===== src/rtl/monkey_action_ctrl_if.sv =====
// ---------------------------------------------------------------------------
// monkey_action_ctrl_if
// Bundle between the keyboard/collision side and the monkey mover, as seen by
// the action controller.
//   leftPressed..downPressed  raw key levels from the keyboard
//   onRope, onLedge           footing flags from collision logic
//   enemyHit                  monkey touched an enemy/fruit (level)
//   topLeftY                  signed monkey Y position reported by the mover
//   leftOut..downOut          gated key requests into the mover
//   moveResetN                active-low reset pulse into the mover
// slave  = the controller (consumes keys/status, drives gated keys)
// master = the surrounding game logic / testbench
// ---------------------------------------------------------------------------
interface monkey_action_ctrl_if;
  logic               leftPressed;
  logic               rightPressed;
  logic               upPressed;
  logic               downPressed;
  logic               onRope;
  logic               onLedge;
  logic               enemyHit;
  logic signed [10:0] topLeftY;
  logic               leftOut;
  logic               rightOut;
  logic               upOut;
  logic               downOut;
  logic               moveResetN;

  modport master (
    output leftPressed, rightPressed, upPressed, downPressed,
    output onRope, onLedge, enemyHit, topLeftY,
    input  leftOut, rightOut, upOut, downOut, moveResetN
  );

  modport slave (
    input  leftPressed, rightPressed, upPressed, downPressed,
    input  onRope, onLedge, enemyHit, topLeftY,
    output leftOut, rightOut, upOut, downOut, moveResetN
  );
endinterface


===== src/rtl/monkey_action_ctrl.sv =====
// ---------------------------------------------------------------------------
// monkey_action_ctrl
// Sequencing FSM in front of the monkey mover. Gates key requests per action
// state (grounded / airborne / climbing), converts the up key into a
// fixed-length jump pulse, and runs the death -> respawn / game-over flow.
// All timing is counted in startOfFrame pulses.
// Ports:
//   clk, resetN    clock, asynchronous active-low reset
//   startOfFrame   one-clk pulse per video frame
//   gameEnable     level, game running
//   mover          monkey_action_ctrl_if.slave (keys, footing, hit, Y, gated
//                  keys, moveResetN)
//   state          IDLE=0 GROUND=1 AIR=2 CLIMB=3 DYING=4 RESPAWN=5 OVER=6
//   livesLeft      remaining lives
//   dying          high while in DYING (sprite blink select)
//   gameOver       high while in OVER
// All outputs are registered from the next-state logic, so they line up with
// the state register and react one clock after the inputs.
// ---------------------------------------------------------------------------
module monkey_action_ctrl #(
  parameter int LIVES          = 3,
  parameter int DEATH_FRAMES   = 60,
  parameter int RESPAWN_FRAMES = 30,
  parameter int JUMP_FRAMES    = 2,
  parameter int FALL_Y         = 470
) (
  input  logic                    clk,
  input  logic                    resetN,
  input  logic                    startOfFrame,
  input  logic                    gameEnable,
  monkey_action_ctrl_if.slave     mover,
  output logic [2:0]              state,
  output logic [1:0]              livesLeft,
  output logic                    dying,
  output logic                    gameOver
);

  localparam logic [2:0] IDLE    = 3'd0;
  localparam logic [2:0] GROUND  = 3'd1;
  localparam logic [2:0] AIR     = 3'd2;
  localparam logic [2:0] CLIMB   = 3'd3;
  localparam logic [2:0] DYING   = 3'd4;
  localparam logic [2:0] RESPAWN = 3'd5;
  localparam logic [2:0] OVER    = 3'd6;

  localparam int CNT_MAX = (DEATH_FRAMES > RESPAWN_FRAMES) ? DEATH_FRAMES : RESPAWN_FRAMES;
  localparam int CNT_W   = $clog2(CNT_MAX + 1);
  localparam int JMP_W   = $clog2(JUMP_FRAMES + 1);

  logic [2:0]       nextState;
  logic [1:0]       nextLives;
  logic [CNT_W-1:0] frameCnt;
  logic [CNT_W-1:0] nextFrameCnt;
  logic [JMP_W-1:0] jumpCnt;
  logic [JMP_W-1:0] nextJumpCnt;
  logic             upPrev;
  logic             footing;
  logic             killed;
  logic             nextLeft;
  logic             nextRight;
  logic             nextUp;
  logic             nextDown;

  // Next-state, lives and frame counter. A frame pulse on the entry clock is
  // loaded into the freshly cleared counter so it is not lost.
  always_comb begin
    footing      = mover.onRope | mover.onLedge;
    killed       = mover.enemyHit | (mover.topLeftY > $signed(11'(FALL_Y)));
    nextState    = state;
    nextLives    = livesLeft;
    nextFrameCnt = frameCnt;
    case (state)
      IDLE: begin
        if (gameEnable) begin
          nextState = GROUND;
          nextLives = 2'(LIVES);
        end
      end
      GROUND, AIR, CLIMB: begin
        if (!gameEnable) begin
          nextState = IDLE;
        end else if (killed) begin
          // A hit outranks any footing change on the same clock.
          nextState    = DYING;
          nextLives    = (livesLeft == 2'd0) ? 2'd0 : livesLeft - 2'd1;
          nextFrameCnt = CNT_W'(startOfFrame);
        end else if (state == GROUND) begin
          if (mover.onRope && (mover.upPressed || mover.downPressed)) nextState = CLIMB;
          else if (!footing)                                         nextState = AIR;
        end else if (state == AIR) begin
          if (mover.onRope)       nextState = CLIMB;
          else if (mover.onLedge) nextState = GROUND;
        end else begin
          if (!mover.onRope && mover.onLedge) nextState = GROUND;
          else if (!footing)                  nextState = AIR;
        end
      end
      DYING: begin
        if (frameCnt == CNT_W'(DEATH_FRAMES)) begin
          nextState    = (livesLeft == 2'd0) ? OVER : RESPAWN;
          nextFrameCnt = CNT_W'(startOfFrame);
        end else if (startOfFrame) begin
          nextFrameCnt = frameCnt + 1'b1;
        end
      end
      RESPAWN: begin
        if (frameCnt == CNT_W'(RESPAWN_FRAMES)) nextState    = GROUND;
        else if (startOfFrame)                  nextFrameCnt = frameCnt + 1'b1;
      end
      OVER: begin
        if (!gameEnable) nextState = IDLE;
      end
      default: nextState = IDLE;
    endcase
  end

  // Jump pulse: only a fresh press while staying grounded arms it; anything
  // that leaves GROUND drops the counter to zero.
  always_comb begin
    nextJumpCnt = '0;
    if (state == GROUND && nextState == GROUND) begin
      if (mover.upPressed && !upPrev)          nextJumpCnt = JMP_W'(JUMP_FRAMES);
      else if (jumpCnt != '0 && startOfFrame)  nextJumpCnt = jumpCnt - 1'b1;
      else                                     nextJumpCnt = jumpCnt;
    end
  end

  // Key gating follows the state being entered so keys and state move together.
  always_comb begin
    nextLeft  = 1'b0;
    nextRight = 1'b0;
    nextUp    = 1'b0;
    nextDown  = 1'b0;
    case (nextState)
      GROUND: begin
        nextLeft  = mover.leftPressed;
        nextRight = mover.rightPressed;
        nextUp    = (nextJumpCnt != '0);
      end
      AIR: begin
        nextLeft  = mover.leftPressed;
        nextRight = mover.rightPressed;
      end
      CLIMB: begin
        nextLeft  = mover.leftPressed;
        nextRight = mover.rightPressed;
        nextUp    = mover.upPressed;
        nextDown  = mover.downPressed;
      end
      default: ;
    endcase
  end

  always_ff @(posedge clk or negedge resetN) begin
    if (!resetN) begin
      state            <= IDLE;
      livesLeft        <= 2'(LIVES);
      frameCnt         <= '0;
      jumpCnt          <= '0;
      upPrev           <= 1'b0;
      mover.leftOut    <= 1'b0;
      mover.rightOut   <= 1'b0;
      mover.upOut      <= 1'b0;
      mover.downOut    <= 1'b0;
      mover.moveResetN <= 1'b1;
      dying            <= 1'b0;
      gameOver         <= 1'b0;
    end else begin
      state            <= nextState;
      livesLeft        <= nextLives;
      frameCnt         <= nextFrameCnt;
      jumpCnt          <= nextJumpCnt;
      upPrev           <= mover.upPressed;
      mover.leftOut    <= nextLeft;
      mover.rightOut   <= nextRight;
      mover.upOut      <= nextUp;
      mover.downOut    <= nextDown;
      // Low only on the clock that enters RESPAWN.
      mover.moveResetN <= !(nextState == RESPAWN && state != RESPAWN);
      dying            <= (nextState == DYING);
      gameOver         <= (nextState == OVER);
    end
  end

endmodule


===== src/flat_wrapper.sv =====
// flat-port wrapper written by rule: the top's interface ports become plain ports
module monkey_action_ctrl_flat 
#(
  parameter int LIVES          = 3,
  parameter int DEATH_FRAMES   = 60,
  parameter int RESPAWN_FRAMES = 30,
  parameter int JUMP_FRAMES    = 2,
  parameter int FALL_Y         = 470
)
  (clk, resetN, startOfFrame, gameEnable, state, livesLeft, dying, gameOver, mover_leftPressed, mover_rightPressed, mover_upPressed, mover_downPressed, mover_onRope, mover_onLedge, mover_enemyHit, mover_topLeftY, mover_leftOut, mover_rightOut, mover_upOut, mover_downOut, mover_moveResetN);
  monkey_action_ctrl_if mover_i ();
  input  logic clk;
  input  logic resetN;
  input  logic startOfFrame;
  input  logic gameEnable;
  output logic [2:0] state;
  output logic [1:0] livesLeft;
  output logic dying;
  output logic gameOver;
  input wire logic [$bits(mover_i.leftPressed)-1:0] mover_leftPressed;
  input wire logic [$bits(mover_i.rightPressed)-1:0] mover_rightPressed;
  input wire logic [$bits(mover_i.upPressed)-1:0] mover_upPressed;
  input wire logic [$bits(mover_i.downPressed)-1:0] mover_downPressed;
  input wire logic [$bits(mover_i.onRope)-1:0] mover_onRope;
  input wire logic [$bits(mover_i.onLedge)-1:0] mover_onLedge;
  input wire logic [$bits(mover_i.enemyHit)-1:0] mover_enemyHit;
  input wire logic [$bits(mover_i.topLeftY)-1:0] mover_topLeftY;
  output wire logic [$bits(mover_i.leftOut)-1:0] mover_leftOut;
  output wire logic [$bits(mover_i.rightOut)-1:0] mover_rightOut;
  output wire logic [$bits(mover_i.upOut)-1:0] mover_upOut;
  output wire logic [$bits(mover_i.downOut)-1:0] mover_downOut;
  output wire logic [$bits(mover_i.moveResetN)-1:0] mover_moveResetN;
  assign mover_i.leftPressed = mover_leftPressed;
  assign mover_i.rightPressed = mover_rightPressed;
  assign mover_i.upPressed = mover_upPressed;
  assign mover_i.downPressed = mover_downPressed;
  assign mover_i.onRope = mover_onRope;
  assign mover_i.onLedge = mover_onLedge;
  assign mover_i.enemyHit = mover_enemyHit;
  assign mover_i.topLeftY = mover_topLeftY;
  assign mover_leftOut = mover_i.leftOut;
  assign mover_rightOut = mover_i.rightOut;
  assign mover_upOut = mover_i.upOut;
  assign mover_downOut = mover_i.downOut;
  assign mover_moveResetN = mover_i.moveResetN;
  monkey_action_ctrl #(.LIVES(LIVES), .DEATH_FRAMES(DEATH_FRAMES), .RESPAWN_FRAMES(RESPAWN_FRAMES), .JUMP_FRAMES(JUMP_FRAMES), .FALL_Y(FALL_Y)) u_core (.clk(clk), .resetN(resetN), .startOfFrame(startOfFrame), .gameEnable(gameEnable), .mover(mover_i), .state(state), .livesLeft(livesLeft), .dying(dying), .gameOver(gameOver));
endmodule

===== config.mk =====
export PLATFORM = sky130hd
export DESIGN_NAME = monkey_action_ctrl_flat
export DESIGN_NICKNAME = d
export VERILOG_FILES = /design/src/rtl/monkey_action_ctrl_if.sv /design/src/rtl/monkey_action_ctrl.sv /design/src/flat_wrapper.sv
export SDC_FILE = /design/constraint.sdc
export NUM_CORES = 1
export LEC_CHECK = 0
export CORE_MARGIN = 3
export CORE_UTILIZATION = 48
export DETAILED_ROUTE_END_ITERATION = 6
export GPL_ROUTABILITY_DRIVEN = 0
export HOLD_SLACK_MARGIN = 0.15
export PLACE_DENSITY = 0.79
export SLEW_MARGIN = 20
export SYNTH_ARGS = -nofsm -noshare
export SYNTH_HDL_FRONTEND = slang
export SYNTH_SLANG_ARGS = --single-unit

===== constraint.sdc =====
create_clock -name clk -period 2 [get_ports clk]
set_clock_uncertainty 0.1 [all_clocks]
set_input_delay 0.2 -clock clk [delete_from_list [all_inputs] [get_ports clk]]
set_output_delay 0.2 -clock clk [all_outputs]
set_load 0.02 [all_outputs]

# --- Word level (Yosys, flattened, before mapping) ---
# Index checks and enable logic that the tools add are counted.
op_classes:
  bitwise_logic: 2
  n_reduce_logical: 20
  mux: 33
  n_eq_ne: 19
  n_lt_le_gt_ge: 1
  addsub: 3
op_table:
  columns: ["operator", "count"]
  rows:
  - ["$mux 3", 13]
  - ["$mux 6", 5]
  - ["$eq 3x3->1 const B", 6]
  - ["$pmux 6 s3", 1]
  - ["$mux 2", 8]
  - ["$pmux 3 s5", 1]
  - ["$eq 3x2->1 const B", 4]
  - ["$gt 11x10->1 const B", 1]
  - ["$reduce_and 4->1", 2]
  - ["$add 6x1->6 const B", 1]
  - ["$eq 3x1->1 const B", 2]
  - ["$eq 6x5->1 const B", 1]
  - ["$eq 6x6->1 const B", 1]
  - ["$logic_and 1x1->1", 6]
  - ["$ne 2x2->1 const B", 3]
  - ["$reduce_bool 2->1", 3]
  - ["$reduce_or 3->1", 2]
  - ["$pmux 2 s2", 1]
  - ["$sub 2x1->2 const B", 2]
  - ["$logic_not 1->1", 3]
  - ["$logic_not 3->1", 1]
  - ["$mux 1", 3]
  - ["$ne 3x3->1 const B", 1]
  - ["$reduce_bool 3->1", 1]
  - ["other kinds (5)", 6]
word_totals:
  output_inout_bits: 12
  ff_bits: 21

# --- Depth between registers and ports, before layout ---
depth:
  depth_word: 13
  mapped_depth: 7

# --- Worst setup path before layout ---
# OpenSTA, ideal clock, no wires.
synth_timing:
  kind: "register to register"
  start: "reg u_core.frameCnt[0]"
  end: "reg u_core.dying"
  n_path_buf: 0
  arrival_time_ps: 1572
  required_time_ps: 1780
  setup_ps: 120
  path_stages_with_launch: 8
  slack_ps: 208
  period_less_slack_ps: 1792
  path_cell_list: "dfrtp_1 -> inv_1 -> ha_1 -> nand3b_1 -> or4_4 -> a21oi_4 -> inv_2 -> and4_1"
synth_between:
  elab_chain_cells: 4
synth_lines:
  columns: ["item", "line", "rtl"]
  rows:
  - ["start: declaration", "monkey_action_ctrl.sv:52", "logic [CNT_W-1:0] frameCnt;"]
  - ["start signal: assignment", "monkey_action_ctrl.sv:171", "frameCnt <= nextFrameCnt;"]
  - ["$eq 6x5->1 / $eq 6x6->1 (equally long branches)", "monkey_action_ctrl.sv:107, monkey_action_ctrl.sv:99", null]
  - ["$mux 3 (on tied branches)", "monkey_action_ctrl.sv:107, monkey_action_ctrl.sv:99", null]
  - ["$pmux 3 s5 (*)", "monkey_action_ctrl.sv:72", "case (state)"]
  - ["$eq 3x3->1 (*)", "monkey_action_ctrl.sv:180", "dying <= (nextState == DYING);"]
  - ["end signal: assignment", "monkey_action_ctrl.sv:180", null]
  - ["end: declaration", "monkey_action_ctrl.sv:34", "output logic dying,"]
# Every way passes the cells marked *; elsewhere a longest branch is shown, timed or not.
# A chain may end at the register's enable or synchronous reset.

# --- Worst setup path after layout ---
layout_timing:
  start: "reg u_core.frameCnt[1]"
  end: "reg u_core.dying"
# Same word-level chain as after synthesis.

==> results.md <==
| Parameter | Reported |
|:---|:---|
| Status | completed |
| Number of cells on the critical path | 7 |
| Netlist area before placement | 1310 um^2 |
| Worst slack, placed | -0.0101 ns |
| Average cell area after synthesis | 9.21 um^2 |
| CP max FO | 4 |
| Largest buffer count on any clock path | 2 |
| Number of nets produced by synthesis | 168 |
| # clock sinks | 21 |
| Sort of element at the end of the critical path | flip-flop |
| Highest clock rate | 530 MHz |
| Largest stage delay, worst path | 0.50 ns |
| H-tree depth | 1 |
| Time the final worst path needs with I/O delays and setup | 1.89 ns |
| PD cells | 1000 nW/um^2 |
| Die outline height | 58.2 um |
| Starting DRT DRC Count | 54 |
| Overall global routing resource usage | 20.3% |
| Die Outline Area | 3390 um^2 |
| Routed wl met3 | 249 um |
| Number of top-level pins | 34 |
| First-pass detailed-route iteration total | 4 |
| Top library cells by usage in the layout, fill and taps aside | 33 x clkdlybuf4s50_1, 18 x dfrtp_1, 13 x nand2_1 |
| First-pass GRT wire length | 5290 um |
| Antenna-violating nets left | 0 |
| Data arrival time of the critical path | 1.99 ns |
| Maximum number of pins on one net before global-route repair | 22 |
| Count of final max-slew check failures | 0 |
| Inst Count DP | 205 |
| Detail Placement HPWL | 2510 um |
| Count of antenna diodes in the layout | 0 |
| Synth-to-Final Area Change | 32.3% |
| Register bit count reported by yosys | 21 |
| Port-buffer cells | 33 |
| Gate Count Post-Synth | 142 |
| Root cell of the clock tree | clkbuf_4 |
| Count of unique library cells instantiated by Yosys | 50 |
| Cell count of the worst reg-to-reg path | 7 |
| Number of hold violations in the final report | 0 |
| Leakage power summed over all cells | 0.729 nW |
| Vias per std cell | 6.04 |
| Async S/R FF share, synth | 100% |
| Max_cap viols | 0 |
| Required @ worst endpoint | 2.10 ns |
| Post-synth EDFFs | 0 |
| Clock buffers created by TritonCTS | 3 |
| Starting density of the core | 51.8% |
| Total Nets Final | 208 |
| Post-layout utilization of the core | 68.6% |
| Worst IR Drop VDD | 0.844 mV |
| Fin cells | 211 |
| CP Cell Sequence | inv_1 > ha_1 > nand3b_1 > or4_4 > a21oi_4 > inv_2 > and4_1 |
| Least setup slack across all paths after layout | 0.114 ns |
| Source-to-sink clock delay at the later pin of the worst-skew pair | 0.30 ns |
| Initial antenna violation count | 0 |
| Share of layout cells above drive strength 1 | 14.4% |
| Overall routed net length | 3180 um |
| Logic pwr share | 51.3% |
| Chip width | 58.2 um |
| Min-Delay Path Class | input port to flip-flop |
| Headroom to the max-slew limit | 68.0% |
| DRC violation count after routing | 0 |
| Final setup vio count | 0 |
| Clk slew on worst S/H paths | 0.11 ns |
| Power dissipated by switching net loads | 728 uW |
| Unrepaired setup endpoints after global routing | no |
| Multi-input gate area | 726 um^2 |
| Internal | 1.00 mW |
| Prevailing post-synth register cell | dfrtp_1 |
| TritonCTS clock tree | done |
| Area of the core | 2520 um^2 |
| Topmost layer with routed signal wires | met4 |
| Leading cell type in the layout, fill and taps excluded | clkdlybuf4s50_1 |
| Part of the Yosys area used for sequential elements | 40.5% |
| Total of warnings raised by yosys | 0 |
| Startpoint types | flip-flop |
| Sw Share | 42.0% |
| Site row count | 18 |
| Wire length on met2 | 1530 um |
| Period utilisation layout | 94.3% |
| Storage cell area | 529 um^2 |
| Share of total power in sequential cells | 37.1% |
| WL per Instance | 15.1 um |
| Cell with the largest stage delay on the worst path | or4_4 |
| Clock network fraction of total power | 11.7% |
| Worst path buffer plus inverter count | 2 |
| Via total after detailed routing | 1274 |
| Kind of cell adding the most delay to the critical path | simple AND/OR/NAND/NOR gates |
| Actual slew at the worst max-slew pin | 0.480 ns |
| Vias in the first global route | 1208 |
| Total of fill cells in the finished design | 218 |
| Worst setup path category | flip-flop to flip-flop |
| Worst hold path stage count | 1 |
| Total grt overflow | 0 |
| Wire length on met1 | 1340 um |
power groups by stage:
| stage | combinational, mW | clock (mW) | sequential [mW] |
|---|---|---|---|
| after floorplan | 0.489 | 0 | 0.684 |
| after CTS | 0.855 | 0.212 | 0.641 |
| final | 0.887 | 0.202 | 0.642 |
| after global routing | 0.968 | 0.231 | 0.660 |
| after detailed placement | 0.847 | 0 | 0.649 |
| after global placement | 0.819 | 0 | 0.646 |
worst reg2reg max path, stage by stage, from the launching register on:
cell,delay [ns]
dfrtp_1,0.44
inv_1,0.09
ha_1,0.16
nand3b_1,0.10
or4_4,0.50
a21oi_4,0.18
inv_2,0.05
and4_1,0.17
kinds of logic after synthesis:
family,share of synthesized area (%)
mux,0.766
compound gates,22.9
buf+inv,4.31
fa+ha+maj,3.83
xor+xnor,0.670
simple gates,27.1
flops,40.5
synthesized netlist by cell type (all sizes together) (2+ instances only):
library cell	n	area share (%)
o211ai	3	1.7
or2	2	0.96
nand2	13	3.7
nand4	6	2.9
dfrtp	18	34
ha	4	3.8
o31ai	3	1.7
nand2b	4	2.5
nand3	7	3.1
inv	11	3.2
nor3	2	0.77
o22ai	2	0.96
a21oi	8	3.9
o21ai	9	3.4
a31oi	3	1.4
a21boi	3	2.0
o221ai	2	1.3
a32o	3	2.3
and3	2	1.1
buf	2	0.77
nor2	9	2.6
a21o	2	1.1
dfstp	3	6.0
and2b	2	1.2
sequential cells by signal, summed over array words and instances, names as in the netlist:
signal                   flops
u_core.mover.leftOut         1
u_core.state                 3
u_core.upPrev                1
u_core.mover.rightOut        1
u_core.livesLeft             2
u_core.dying                 1
u_core.mover.moveResetN      1
u_core.gameOver              1
u_core.frameCnt              6
u_core.jumpCnt               2
u_core.mover.upOut           1
u_core.mover.downOut         1
routing by layer:
layer | global-route usage [%] | vias up
met2 | 34.4 | 56
met1 | 26.2 | 603
li1 | - | 608
met4 | 6.95 | 0
met3 | 3.34 | 7
met5 | 0 | -
layout make-up:
cell class                 count  share of cell area (%)
clock buffer                   4                    1.52
multi-input combinational    107                    41.9
timing repair buffer          38                    21.4
tap                           30                    2.17
sequential                    21                    30.6
inverter                      11                    2.39
timing repair:
action                     4_1_cts  5_1_grt
gates resized for setup          0        3
setup buffers                    0        1
hold buffers                     1        0
setup endpoints to repair        0        8
hold endpoints to repair        18        0
final timing paths:
check	start	slack, ns	end
max in group asynchronous	resetN	0.86	u_core.mover.moveResetN$_DFF_PN1_
min in group asynchronous	resetN	0.67	u_core.mover.rightOut$_DFF_PN0_
max	u_core.frameCnt[1]$_DFFE_PN0P_	0.11	u_core.dying$_DFF_PN0_
max reg2reg	u_core.frameCnt[1]$_DFFE_PN0P_	0.11	u_core.dying$_DFF_PN0_
min reg2reg	u_core.livesLeft[1]$_DFFE_PN1P_	0.44	u_core.livesLeft[1]$_DFFE_PN1P_
min	mover_upPressed	0.32	u_core.upPrev$_DFF_PN0_
through the flow:
stage / cell area (um^2) / TNS (ns) / hold slack [ns] / total power, mW
after floorplan: 1310 / 0 / -0.196 / 1.17
after global placement: 1680 / 0 / 0.400 / 1.47
after detailed placement: 1680 / -0.0101 / 0.404 / 1.50
after CTS: 1720 / 0 / 0.311 / 1.71
after global routing: 1730 / 0 / 0.328 / 1.86
final: 1730 / 0 / 0.319 / 1.73
(Power assumes the default switching activity.)
